### config.mk
export PLATFORM = sky130hd
export DESIGN_NAME = line_trigger_sched_flat
export DESIGN_NICKNAME = d
export VERILOG_FILES = /design/src/rtl/trig_pkg.sv /design/src/rtl/line_trigger_sched_if.sv /design/src/rtl/trig_period_gen.sv /design/src/rtl/line_trigger_sched.sv /design/src/flat_wrapper.sv
export SDC_FILE = /design/constraint.sdc
export NUM_CORES = 1
export LEC_CHECK = 0
export CAP_MARGIN = 20
export CORE_ASPECT_RATIO = 0.6
export CORE_MARGIN = 1
export CORE_UTILIZATION = 37
export CTS_CLUSTER_SIZE = 28
export DETAILED_ROUTE_END_ITERATION = 7
export SYNTH_ARGS = -nofsm -noshare
export SYNTH_HDL_FRONTEND = slang
export SYNTH_HIERARCHICAL = 1
export SYNTH_SLANG_ARGS = --single-unit
### constraint.sdc
create_clock -name clk -period 5.2 [get_ports clk]
set_clock_uncertainty 0.2 [all_clocks]
set_input_delay 1.04 -clock clk [delete_from_list [all_inputs] [get_ports clk]]
set_output_delay 1.04 -clock clk [all_outputs]
set_load 0.02 [all_outputs]
### src/rtl/trig_pkg.sv
// Shared types and constants for the line-trigger scheduler.
package trig_pkg;

  // Default widths
  localparam int CNT_W_DEF   = 32;
  localparam int PULSE_W_DEF = 4;
  localparam int OVR_W_DEF   = 16;

  // Line-event source selection codes
  localparam logic [1:0] SRC_ENC   = 2'd0;
  localparam logic [1:0] SRC_SOFT  = 2'd1;
  localparam logic [1:0] SRC_TIMER = 2'd2;
  localparam logic [1:0] SRC_NONE  = 2'd3;

  // Scheduler states
  typedef enum logic [2:0] {
    S_IDLE   = 3'd0,
    S_RUN    = 3'd1,
    S_ARMED  = 3'd2,
    S_DELAY  = 3'd3,
    S_ACTIVE = 3'd4,
    S_DONE   = 3'd5
  } sched_state_t;

endpackage

### src/rtl/line_trigger_sched_if.sv
// Register, event and status bundle between the register bank / event
// sources (master) and the line-trigger scheduler (slave).
interface line_trigger_sched_if
  import trig_pkg::*;
#(
  parameter int CNT_W = CNT_W_DEF,
  parameter int OVR_W = OVR_W_DEF
);
  logic             reg_sched_en;
  logic [1:0]       reg_src_sel;
  logic             reg_frame_mode;
  logic [CNT_W-1:0] reg_line_period;
  logic [CNT_W-1:0] reg_min_interval;
  logic [CNT_W-1:0] reg_frame_delay;
  logic [CNT_W-1:0] reg_line_num;
  logic             frame_start;
  logic             encoder_pulse;
  logic             soft_trigger;
  logic             line_trigger;
  logic             frame_busy;
  logic             frame_done;
  logic             frame_miss;
  logic [CNT_W-1:0] line_cnt;
  logic [OVR_W-1:0] overrun_cnt;

  modport master (
    output reg_sched_en, reg_src_sel, reg_frame_mode, reg_line_period,
           reg_min_interval, reg_frame_delay, reg_line_num,
           frame_start, encoder_pulse, soft_trigger,
    input  line_trigger, frame_busy, frame_done, frame_miss, line_cnt, overrun_cnt
  );

  modport slave (
    input  reg_sched_en, reg_src_sel, reg_frame_mode, reg_line_period,
           reg_min_interval, reg_frame_delay, reg_line_num,
           frame_start, encoder_pulse, soft_trigger,
    output line_trigger, frame_busy, frame_done, frame_miss, line_cnt, overrun_cnt
  );
endinterface

### src/rtl/trig_period_gen.sv
// Internal line timer: counts 0..period-1 while enabled and pulses tick on
// the terminal count. A period of zero keeps the timer silent.
module trig_period_gen #(
  parameter int CNT_W = 32
) (
  input  logic             clk,
  input  logic             rst,
  input  logic             en,
  input  logic [CNT_W-1:0] period,
  output logic             tick
);
  logic [CNT_W-1:0] cnt;
  logic             term;

  // >= rather than == so a live period reduction below the count still wraps
  assign term = (period != '0) && (cnt >= period - CNT_W'(1));
  assign tick = en && term;

  // Free-running period counter, held at zero while disabled
  always_ff @(posedge clk or posedge rst) begin
    // NOTE: sequential state uses non-blocking assignments so every register
    // samples pre-edge values and simulation matches the synthesized flops.
    if (rst) begin
      cnt <= '0;
    end else if (!en || period == '0 || term) begin
      cnt <= '0;
    end else begin
      cnt <= cnt + CNT_W'(1);
    end
  end
endmodule

### src/rtl/line_trigger_sched.sv
// Per-frame line-trigger scheduler: picks a line-event source, applies a
// minimum-interval guard, sequences gated frames (arm, skip, emit, done) and
// stretches each emitted line into a fixed-width line_trigger pulse.
module line_trigger_sched
  import trig_pkg::*;
#(
  parameter int CNT_W   = CNT_W_DEF,
  parameter int PULSE_W = PULSE_W_DEF,
  parameter int OVR_W   = OVR_W_DEF
) (
  input logic                clk,
  input logic                rst,
  line_trigger_sched_if.slave bus
);
  localparam logic [2:0] ST_IDLE   = S_IDLE;
  localparam logic [2:0] ST_RUN    = S_RUN;
  localparam logic [2:0] ST_ARMED  = S_ARMED;
  localparam logic [2:0] ST_DELAY  = S_DELAY;
  localparam logic [2:0] ST_ACTIVE = S_ACTIVE;
  localparam logic [2:0] ST_DONE   = S_DONE;

  localparam int WCW = $clog2(PULSE_W + 1);

  logic [2:0]       state_q, state_d;
  logic [CNT_W-1:0] guard_q;
  logic [CNT_W-1:0] dly_q;
  logic [CNT_W-1:0] line_cnt_q;
  logic [OVR_W-1:0] ovr_q;
  logic [WCW-1:0]   wcnt_q;
  logic             miss_q;

  logic en;
  logic tick;
  logic evt;
  logic accept;
  logic emit;
  logic cnt_clr;
  logic dly_clr;
  logic dly_inc;

  assign en = bus.reg_sched_en;

  trig_period_gen #(.CNT_W(CNT_W)) u_timer (
    .clk    (clk),
    .rst    (rst),
    .en     (en && (state_q != ST_IDLE)),
    .period (bus.reg_line_period),
    .tick   (tick)
  );

  // Line-event source select
  always_comb begin
    // NOTE: every signal written in always_comb gets a default first so no
    // path through the block can leave it unassigned and infer a latch.
    evt = 1'b0;
    case (bus.reg_src_sel)
      SRC_ENC:   evt = bus.encoder_pulse;
      SRC_SOFT:  evt = bus.soft_trigger;
      SRC_TIMER: evt = tick;
      default:   evt = 1'b0;
    endcase
  end

  assign accept = evt && (guard_q >= bus.reg_min_interval);

  // Frame sequencing: next state plus emit / counter control strobes
  always_comb begin
    state_d = state_q;
    emit    = 1'b0;
    cnt_clr = 1'b0;
    dly_clr = 1'b0;
    dly_inc = 1'b0;
    case (state_q)
      ST_IDLE: begin
        if (en) state_d = bus.reg_frame_mode ? ST_ARMED : ST_RUN;
      end
      ST_RUN: begin
        emit = accept;
      end
      ST_ARMED: begin
        if (bus.frame_start) begin
          cnt_clr = 1'b1;
          dly_clr = 1'b1;
          state_d = (bus.reg_frame_delay != '0) ? ST_DELAY : ST_ACTIVE;
        end
      end
      ST_DELAY: begin
        if (accept) begin
          dly_inc = 1'b1;
          if (dly_q + CNT_W'(1) >= bus.reg_frame_delay) state_d = ST_ACTIVE;
        end
      end
      ST_ACTIVE: begin
        if (bus.reg_line_num == '0) begin
          state_d = ST_DONE;
        end else if (accept) begin
          emit = 1'b1;
          if (line_cnt_q + CNT_W'(1) >= bus.reg_line_num) state_d = ST_DONE;
        end
      end
      ST_DONE: begin
        state_d = ST_ARMED;
      end
      default: begin
        state_d = ST_IDLE;
      end
    endcase
    if (!en) begin
      state_d = ST_IDLE;
      emit    = 1'b0;
    end
  end

  // State register
  always_ff @(posedge clk or posedge rst) begin
    if (rst) state_q <= ST_IDLE;
    else     state_q <= state_d;
  end

  // Guard: cycles since last accept, saturating; parked at all-ones in IDLE
  // so the first event after leaving IDLE is always accepted
  always_ff @(posedge clk or posedge rst) begin
    if (rst) begin
      guard_q <= '0;
    end else if (state_q == ST_IDLE) begin
      guard_q <= '1;
    end else if (accept) begin
      guard_q <= '0;
    end else if (guard_q != '1) begin
      guard_q <= guard_q + CNT_W'(1);
    end
  end

  // Lines discarded so far in the DELAY phase
  always_ff @(posedge clk or posedge rst) begin
    if (rst)                   dly_q <= '0;
    else if (!en || dly_clr)   dly_q <= '0;
    else if (dly_inc)          dly_q <= dly_q + CNT_W'(1);
  end

  // Emitted-line counter (per frame when gated, wrapping total in free-run)
  always_ff @(posedge clk or posedge rst) begin
    if (rst)                   line_cnt_q <= '0;
    else if (!en || cnt_clr)   line_cnt_q <= '0;
    else if (emit)             line_cnt_q <= line_cnt_q + CNT_W'(1);
  end

  // Saturating count of events rejected by the guard outside IDLE
  always_ff @(posedge clk or posedge rst) begin
    if (rst) begin
      ovr_q <= '0;
    end else if (!en) begin
      ovr_q <= '0;
    end else if (evt && !accept && (state_q != ST_IDLE) && (ovr_q != '1)) begin
      ovr_q <= ovr_q + OVR_W'(1);
    end
  end

  // Sticky flag: a new frame_start arrived while a frame was still running
  always_ff @(posedge clk or posedge rst) begin
    if (rst) begin
      miss_q <= 1'b0;
    end else if (!en) begin
      miss_q <= 1'b0;
    end else if (bus.frame_start && (state_q == ST_DELAY || state_q == ST_ACTIVE)) begin
      miss_q <= 1'b1;
    end
  end

  // Pulse stretcher; a new emit reloads the width so retriggers leave no gap
  always_ff @(posedge clk or posedge rst) begin
    if (rst)                   wcnt_q <= '0;
    else if (!en)              wcnt_q <= '0;
    else if (emit)             wcnt_q <= WCW'(PULSE_W);
    else if (wcnt_q != '0)     wcnt_q <= wcnt_q - WCW'(1);
  end

  assign bus.line_trigger = (wcnt_q != '0);
  assign bus.frame_busy   = (state_q == ST_DELAY) || (state_q == ST_ACTIVE);
  assign bus.frame_done   = (state_q == ST_DONE);
  assign bus.frame_miss   = miss_q;
  assign bus.line_cnt     = line_cnt_q;
  assign bus.overrun_cnt  = ovr_q;
endmodule

### src/flat_wrapper.sv
// flat-port wrapper written by rule: the top's interface ports become plain ports
module line_trigger_sched_flat import trig_pkg::*;
#(
  parameter int CNT_W   = CNT_W_DEF,
  parameter int PULSE_W = PULSE_W_DEF,
  parameter int OVR_W   = OVR_W_DEF
)
  (clk, rst, bus_reg_sched_en, bus_reg_src_sel, bus_reg_frame_mode, bus_reg_line_period, bus_reg_min_interval, bus_reg_frame_delay, bus_reg_line_num, bus_frame_start, bus_encoder_pulse, bus_soft_trigger, bus_line_trigger, bus_frame_busy, bus_frame_done, bus_frame_miss, bus_line_cnt, bus_overrun_cnt);
  line_trigger_sched_if #(.CNT_W(CNT_W), .OVR_W(OVR_W)) bus_i ();
  input logic clk;
  input logic rst;
  input wire logic [$bits(bus_i.reg_sched_en)-1:0] bus_reg_sched_en;
  input wire logic [$bits(bus_i.reg_src_sel)-1:0] bus_reg_src_sel;
  input wire logic [$bits(bus_i.reg_frame_mode)-1:0] bus_reg_frame_mode;
  input wire logic [$bits(bus_i.reg_line_period)-1:0] bus_reg_line_period;
  input wire logic [$bits(bus_i.reg_min_interval)-1:0] bus_reg_min_interval;
  input wire logic [$bits(bus_i.reg_frame_delay)-1:0] bus_reg_frame_delay;
  input wire logic [$bits(bus_i.reg_line_num)-1:0] bus_reg_line_num;
  input wire logic [$bits(bus_i.frame_start)-1:0] bus_frame_start;
  input wire logic [$bits(bus_i.encoder_pulse)-1:0] bus_encoder_pulse;
  input wire logic [$bits(bus_i.soft_trigger)-1:0] bus_soft_trigger;
  output wire logic [$bits(bus_i.line_trigger)-1:0] bus_line_trigger;
  output wire logic [$bits(bus_i.frame_busy)-1:0] bus_frame_busy;
  output wire logic [$bits(bus_i.frame_done)-1:0] bus_frame_done;
  output wire logic [$bits(bus_i.frame_miss)-1:0] bus_frame_miss;
  output wire logic [$bits(bus_i.line_cnt)-1:0] bus_line_cnt;
  output wire logic [$bits(bus_i.overrun_cnt)-1:0] bus_overrun_cnt;
  assign bus_i.reg_sched_en = bus_reg_sched_en;
  assign bus_i.reg_src_sel = bus_reg_src_sel;
  assign bus_i.reg_frame_mode = bus_reg_frame_mode;
  assign bus_i.reg_line_period = bus_reg_line_period;
  assign bus_i.reg_min_interval = bus_reg_min_interval;
  assign bus_i.reg_frame_delay = bus_reg_frame_delay;
  assign bus_i.reg_line_num = bus_reg_line_num;
  assign bus_i.frame_start = bus_frame_start;
  assign bus_i.encoder_pulse = bus_encoder_pulse;
  assign bus_i.soft_trigger = bus_soft_trigger;
  assign bus_line_trigger = bus_i.line_trigger;
  assign bus_frame_busy = bus_i.frame_busy;
  assign bus_frame_done = bus_i.frame_done;
  assign bus_frame_miss = bus_i.frame_miss;
  assign bus_line_cnt = bus_i.line_cnt;
  assign bus_overrun_cnt = bus_i.overrun_cnt;
  line_trigger_sched #(.CNT_W(CNT_W), .PULSE_W(PULSE_W), .OVR_W(OVR_W)) u_core (.clk(clk), .rst(rst), .bus(bus_i));
endmodule
# Word level (Yosys, flattened, before mapping)
# Index checks and enable logic that the tools add are counted.
# W data, S select, Z words.
[op_classes]
n_div = 0
n_mux = 33
eq_ne = 18
n_reduce_logical = 27
shift = 0
bitwise_logic = 0
add_sub_neg = 7
multipliers = 0
order_cmp = 4
[op_table]
columns = ["operator", "count"]
rows = [
  ["$mux W32", 8],
  ["$add A32 B1 Y32 const B", 4],
  ["$ge A32 B32 Y1", 4],
  ["$logic_not A32 Y1", 2],
  ["$reduce_bool A32 Y1", 2],
  ["$mux W3", 11],
  ["$mux W16", 2],
  ["$ne A32 B32 Y1 const B", 1],
  ["$sub A32 B1 Y32 const B", 1],
  ["$pmux W3 S6", 1],
  ["$add A16 B1 Y16 const B", 1],
  ["$ne A16 B16 Y1 const B", 1],
  ["$reduce_bool A3 Y1", 3],
  ["$logic_and A1 B1 Y1", 8],
  ["$mux W1", 8],
  ["$ne A4 B2 Y1 const B", 2],
  ["$eq A3 B2 Y1 const B", 2],
  ["$eq A3 B3 Y1 const B", 2],
  ["$ne A3 B2 Y1 const B", 2],
  ["$reduce_and A6 Y1", 1],
  ["$logic_or A1 B1 Y1", 4],
  ["$ne A2 B1 Y1 const B", 2],
  ["$reduce_bool A2 Y1", 2],
  ["$eq A3 B1 Y1 const B", 1],
  ["12 further kinds", 14],
]
[word_totals]
latchBits = 0
wordCells = 97
regBits = 151
output_inout_bits = 52
romBits = 0
ramBits = 0
n_memories = 0

# Depth between registers and ports, before layout
[logic_depth]
depth_word = 12
depth_mapped = 22
depth_no_buf = 20

# Cells and area by module
# Netlist, hierarchy kept.
[by_module_without_submodules]
columns = ["mod", "cells_each", "area_each_um2", "n_inst", "seq_area_each_um2"]
rows = [
  ["line_trigger_sched", 1116, 9410.3, 1, 2977.9],
  ["trig_period_gen", 337, 2924.1, 1, 800.8],
]

# Worst setup path before layout
# No wires, ideal clock.
[synth_path]
path_kind = "input -> register"
from = "input port bus_reg_line_period[7]"
to = "register u_core.dly_q[19]"
arrival_time_ns = 5.777
setup_ns = 0.136
n_path_buf = 2
required_ns = 4.864
path_stages = 19
slack_ns = -0.913
cell_sequence = "or4_4 > nor4b_4 > nand3_2 > or4_1 > xor2_1 > ha_1 > nand4_1 > or4_1 > a311oi_1 > o31a_1 > nand3b_1 > o21ai_0 > inv_1 > o22ai_1 > o21ai_0 > clkbuf_1 > buf_2 > o31ai_1 > a21oi_1"
[synth_between]
elab_chain_len = 9
elab_cells_between_ends = 10
[synth_lines]
columns = ["item", "line_no", "text"]
rows = [
  ["start: declaration", "flat_wrapper.sv:15", "input wire logic [$bits(bus_i.reg_line_period)-1:0] bus_reg_line_period;"],
  ["$sub A32 B1 Y32", "trig_period_gen.sv:16", "assign term = (period != '0) && (cnt >= period - CNT_W'(1));"],
  ["$ge A32 B32 Y1", "trig_period_gen.sv:16", ""],
  ["$logic_and A1 B1 Y1 (*)", "trig_period_gen.sv:16", ""],
  ["$logic_and A1 B1 Y1 (*)", "trig_period_gen.sv:17", "assign tick = en && term;"],
  ["net u_core.tick", "line_trigger_sched.sv:33", "logic tick;"],
  ["$pmux W1 S3 (*)", "line_trigger_sched.sv:56", "case (bus.reg_src_sel)"],
  ["$logic_and A1 B1 Y1 (*)", "line_trigger_sched.sv:64", "assign accept = evt && (guard_q >= bus.reg_min_interval);"],
  ["$mux W1 (*)", "line_trigger_sched.sv:88", "if (accept) begin"],
  ["$mux W1 (*)", "line_trigger_sched.sv:73", "case (state_q)"],
  ["$reduce_bool A2 Y1 (no line) (*)", "n/a", ""],
  ["end signal: assignment", "line_trigger_sched.sv:138", "else if (dly_inc) dly_q <= dly_q + CNT_W'(1);"],
  ["end: declaration", "line_trigger_sched.sv:26", "logic [CNT_W-1:0] dly_q;"],
]
# Mark *: on every way through the listed nets, which the timed path passes. The rest lies on a longest branch.
# A chain may end at the register's enable or synchronous reset.

# Worst setup path after layout
[layout_path]
from = "input port bus_reg_line_period[8]"
to = "register u_core.ovr_q[13], in the netlist u_core/bus.overrun_cnt[13]"
[layout_between]
elab_chain_len = 11
elab_cells_between_ends = 12
[layout_lines]
columns = ["item", "line_no", "text"]
rows = [
  ["$sub A32 B1 Y32", "trig_period_gen.sv:16", ""],
  ["$ge A32 B32 Y1", "trig_period_gen.sv:16", ""],
  ["$logic_and A1 B1 Y1 (*)", "trig_period_gen.sv:16", ""],
  ["$logic_and A1 B1 Y1 (*)", "trig_period_gen.sv:17", ""],
  ["net u_core.tick", "line_trigger_sched.sv:33", ""],
  ["$pmux W1 S3 (*)", "line_trigger_sched.sv:56", ""],
  ["$logic_and A1 B1 Y1", "line_trigger_sched.sv:64", ""],
  ["$logic_not A1 Y1", "line_trigger_sched.sv:154", "end else if (evt && !accept && (state_q != ST_IDLE) && (ovr_q != '1)) begin"],
  ["$logic_and A1 B1 Y1 (*) (3 in a row)", "line_trigger_sched.sv:154", ""],
  ["$ne A2 B1 Y1 (no line) (*)", "n/a", ""],
  ["end signal: assignment", "line_trigger_sched.sv:155", "ovr_q <= ovr_q + OVR_W'(1);"],
  ["end: declaration", "line_trigger_sched.sv:28", "logic [OVR_W-1:0] ovr_q;"],
]
# Marked as above.

==> impl_results.md <==
* Initial drt markers at 1118
* Period minus WS final at 5.543 ns
* Final Setup Violations at approximately 110
* Hold Fails Final Rpt at 0
* Seq/Total Area, Yosys at a little under a third
* Row count at 51
* Setup CP Type: primary input to flip-flop
* Place WS at -1.218 ns
* DP Area at 15410 sq um
* Tightest Pin Transition at 1.125 ns
* Final ANT Viol Nets at 0
* Quantity of I/O buffers inserted on ports at ~190
* # fillers at 3048
* I/O pins at ~190
* Reg area at roughly 3800 sq um
* WP data arrival at roughly 5.7 ns
* Asr flop ratio synth at 100.0%
* Skew-Pair Late Insertion Delay at 0.44 ns
* Core box area at 32610 sq um
* # H-tree levels at 4
* Status: complete, but fails checks
* Die Area at 34090 sq um
* GP Congestion at about 0.9
* Maximum VDD drop at 230.6 uV
* GRT Total Usage at 22.35%
* Mapped cell area at between 10000 and 15000 sq um
* Worst min-delay path category: flip-flop to flip-flop
* Placed cells at 2138
* RSZ-0062 raised after global routing: yes
* Critical path data required time at roughly 5.4 ns
* Yosys warns at 6
* Vias per inst at 5.311
* Final net count at roughly 2000
* Final HPWL from detailed placement at 28730 microns
* Residual DRC at 0
* Clock Root Buffer: clkbuf_16
* Distinct cells, synth at 65
* Final Cycle Share at 106.6%
* Max-Slew Margin vs Limit at 24.84%
* Final instance area at ~17000 sq um
* Diodes inserted at 0
* Gr ovfl total at 0
* Crit start category: primary input
* Worst Setup End Kind: flip-flop
* Routed WL at 37850 microns
* Leak at 7.448 nW
* Cell count after synthesis at 1453
* CTS max path bufs at 2
* Chip Width at 237.7 microns
* Wire per inst at 17.23 microns
* Antenna violations before repair at 0
* Syn_nets at ~1700
* DR vias at 11670
* CTS tree: yes
* Vias in the first global route at roughly 11000
* Layout cells sized above 1 at between 10% and 20%
* EDFF count, synth at 0
* Fmax at 180.4 MHz
* Top FF cell, synth: dfrtp_1
* Syn_area_per_cell at 8.489 sq um
* Initial Util at 37.83%
* Yosys reg bits at around 150
* CP max FO at 7
* Hold_ws at around 0.33 ns
* Clock sinks at roughly 150
* TritonCTS buffer count at 17
* Multi-input gate area at between 8000 and 9000 sq um
* Failing checks: negative setup slack
* Max-slew violation count at 0
* Final non-filler cell total at 2197
* Die Ht at 143.4 microns
* Max cap viols at 0
* First-pass GRT wire length at 60000 microns
* Setup WS post-layout at -0.3434 ns
* Drt pass-1 iters at 5
* R2R depth at 14
* Reg clk slew, reported paths at approximately 0.07 ns
* PwrDens at 255.8 nW/um^2
* Largest net degree at the start of global routing at 69
* Hold Crit Depth at 1
* Synthesis-to-layout area growth at 34.51%
==> cell usage after synthesis, types with 3 or more instances <==
cell,number,share of area (%)
dfrtp_1,151,31
ha_1,136,14
inv_1,125,3.8
nor2_1,95,2.9
xor2_1,93,6.6
nand2_1,92,2.8
xnor2_1,87,6.2
o21ai_0,79,3.2
a21oi_1,77,3.1
nand3_1,70,2.8
nor3_1,57,2.3
nand4_1,52,2.6
nor4_1,41,2.1
clkbuf_1,38,1.2
and3_1,33,1.7
a21o_1,25,1.5
o211ai_1,25,1.5
or3_1,23,1.2
or4_1,18,1.1
and2_1,12,0.61
and4_1,10,0.71
buf_2,9,0.37
o31ai_1,9,0.55
nand2b_1,8,0.41
mux2i_1,6,0.49
o21a_1,6,0.37
a211oi_1,5,0.30
nor2b_1,5,0.25
a21boi_0,4,0.24
nor3b_1,4,0.24
o2111ai_1,4,0.28
or2_2,4,0.20
a2111oi_0,3,0.21
buf_4,3,0.18
nor3_2,3,0.24
o31a_1,3,0.21
==> worst paths after layout <==
path | from | endpoint | slack, ns
min in group asynchronous | rst | u_core/u_timer/cnt[1] | 0.87
max reg2reg | u_core/dly_q[0] | u_core/state_q[2] | 0.61
min reg2reg | u_core/u_timer/cnt[0] | u_core/u_timer/cnt[0] | 0.33
min | u_core/u_timer/cnt[0] | u_core/u_timer/cnt[0] | 0.33
max in group asynchronous | rst | u_core/bus.line_cnt[23] | 2.95
max | bus_reg_line_period[8] | u_core/bus.overrun_cnt[13] | -0.34
==> power by group <==
| group | switching [mW] | internal (mW) |
|---|---|---|
| registers | 0.181 | 1.30 |
| logic | 0.797 | 0.702 |
| clock network | 0.540 | 0.724 |
| total | 1.52 | 2.73 |
==> final cells by class <==
class,count,share of cell area [%]
clock buffers,19,2.670
flip-flops and latches,151,22.78
well taps,450,3.394
inverters,126,2.866
multi-input cells,1122,49.25
clock inverters,13,0.9050
repair buffers,316,18.14
==> placed cells by master (no fill, tap or decap), types with 4 or more instances in the layout <==
master / netlist / routed
a211oi_1: 5 / 4
a21o_1: 25 / 25
a21oi_1: 77 / 71
a21oi_2: 1 / 6
and2_1: 12 / 12
and3_1: 33 / 33
and4_1: 10 / 10
buf_12: 0 / 7
buf_4: 3 / 105
buf_6: 2 / 13
clkbuf_16: 0 / 17
clkdlybuf4s50_1: 0 / 173
clkinv_4: 0 / 5
clkinvlp_4: 0 / 5
dfrtp_1: 151 / 151
dlygate4sd2_1: 0 / 9
ha_1: 136 / 135
inv_1: 125 / 122
mux2i_1: 6 / 6
nand2_1: 92 / 91
nand2b_1: 8 / 7
nand3_1: 70 / 70
nand4_1: 52 / 52
nor2_1: 95 / 93
nor3_1: 57 / 56
nor3b_1: 4 / 4
nor4_1: 41 / 36
nor4_2: 2 / 6
o211ai_1: 25 / 25
o21a_1: 6 / 4
o21ai_0: 79 / 71
o21ai_1: 0 / 4
o31ai_1: 9 / 8
or3_1: 23 / 19
or3_4: 0 / 4
or4_1: 18 / 13
or4_4: 1 / 6
xnor2_1: 87 / 86
xor2_1: 93 / 92
==> routing by layer <==
layer | track usage [%] | part of all wire [%] | up-vias
li1 | - | - | 5765
met1 | 34.87 | 52 | 5532
met2 | 31.27 | 41 | 337
met3 | 4.245 | 5.9 | 35
met4 | 4.414 | 1.5 | 0
met5 | 0 | 0 | -
==> repair_timing <==
| action | 4_1_cts | 5_1_grt |
|---|---|---|
| setup endpoints to repair | 118 | 118 |
| cloned | 5 | 0 |
| resized for setup | 80 | 24 |
| hold buffers | 0 | 0 |
| pin swaps | 20 | 33 |
| setup buffers | 19 | 3 |
==> flip-flops by register name, summed over array words and instances, names as in the netlist <==
register / flops
u_core/u_timer/cnt: 32
u_core/bus.overrun_cnt: 16
u_core/bus.frame_miss: 1
u_core/dly_q: 32
u_core/state_q: 3
u_core/bus.line_cnt: 32
u_core/wcnt_q: 3
u_core/guard_q: 32
==> metrics by stage <==
step | setup TNS (ns) | power (mW) | util, %
after CTS | -25.08 | 4.247 | 50.47
after floorplan | -44.18 | 2.337 | -
after detailed placement | -121.98 | 2.854 | 47.25
after global placement | -115.08 | 2.813 | 47.25
after global routing | -45.35 | 4.513 | 50.88
final | -22.67 | 4.244 | 50.88
==> cells by family after synthesis <==
kind of cell             Yosys count  synth area share [%]
AND/OR/NAND/NOR                  540                 23.42
adder cells (fa/ha/maj)          136                 13.80
XOR/XNOR                         180                 12.78
buffers and inverters            180                 5.782
multiplexers                       7                0.5782
AO/OA/AOI/OAI                    259                 13.00
flip-flops                       151                 30.63
==> critical path: stages <==
cell and delay, ns:
buf_6 0.09, or4_4 0.55, nor4b_4 0.36, buf_4 0.19, nand2_1 0.08, or3_1 0.33
xor2_1 0.16, ha_1 0.27, nand2_1 0.05, or4_4 0.57, a311oi_4 0.23, o31a_1 0.20
nand3b_1 0.13, o21ai_4 0.12, o2111ai_2 0.16, or3_4 0.37, buf_6 0.15, or4_4 0.51
a21oi_2 0.13
(Power assumes the default switching activity.)
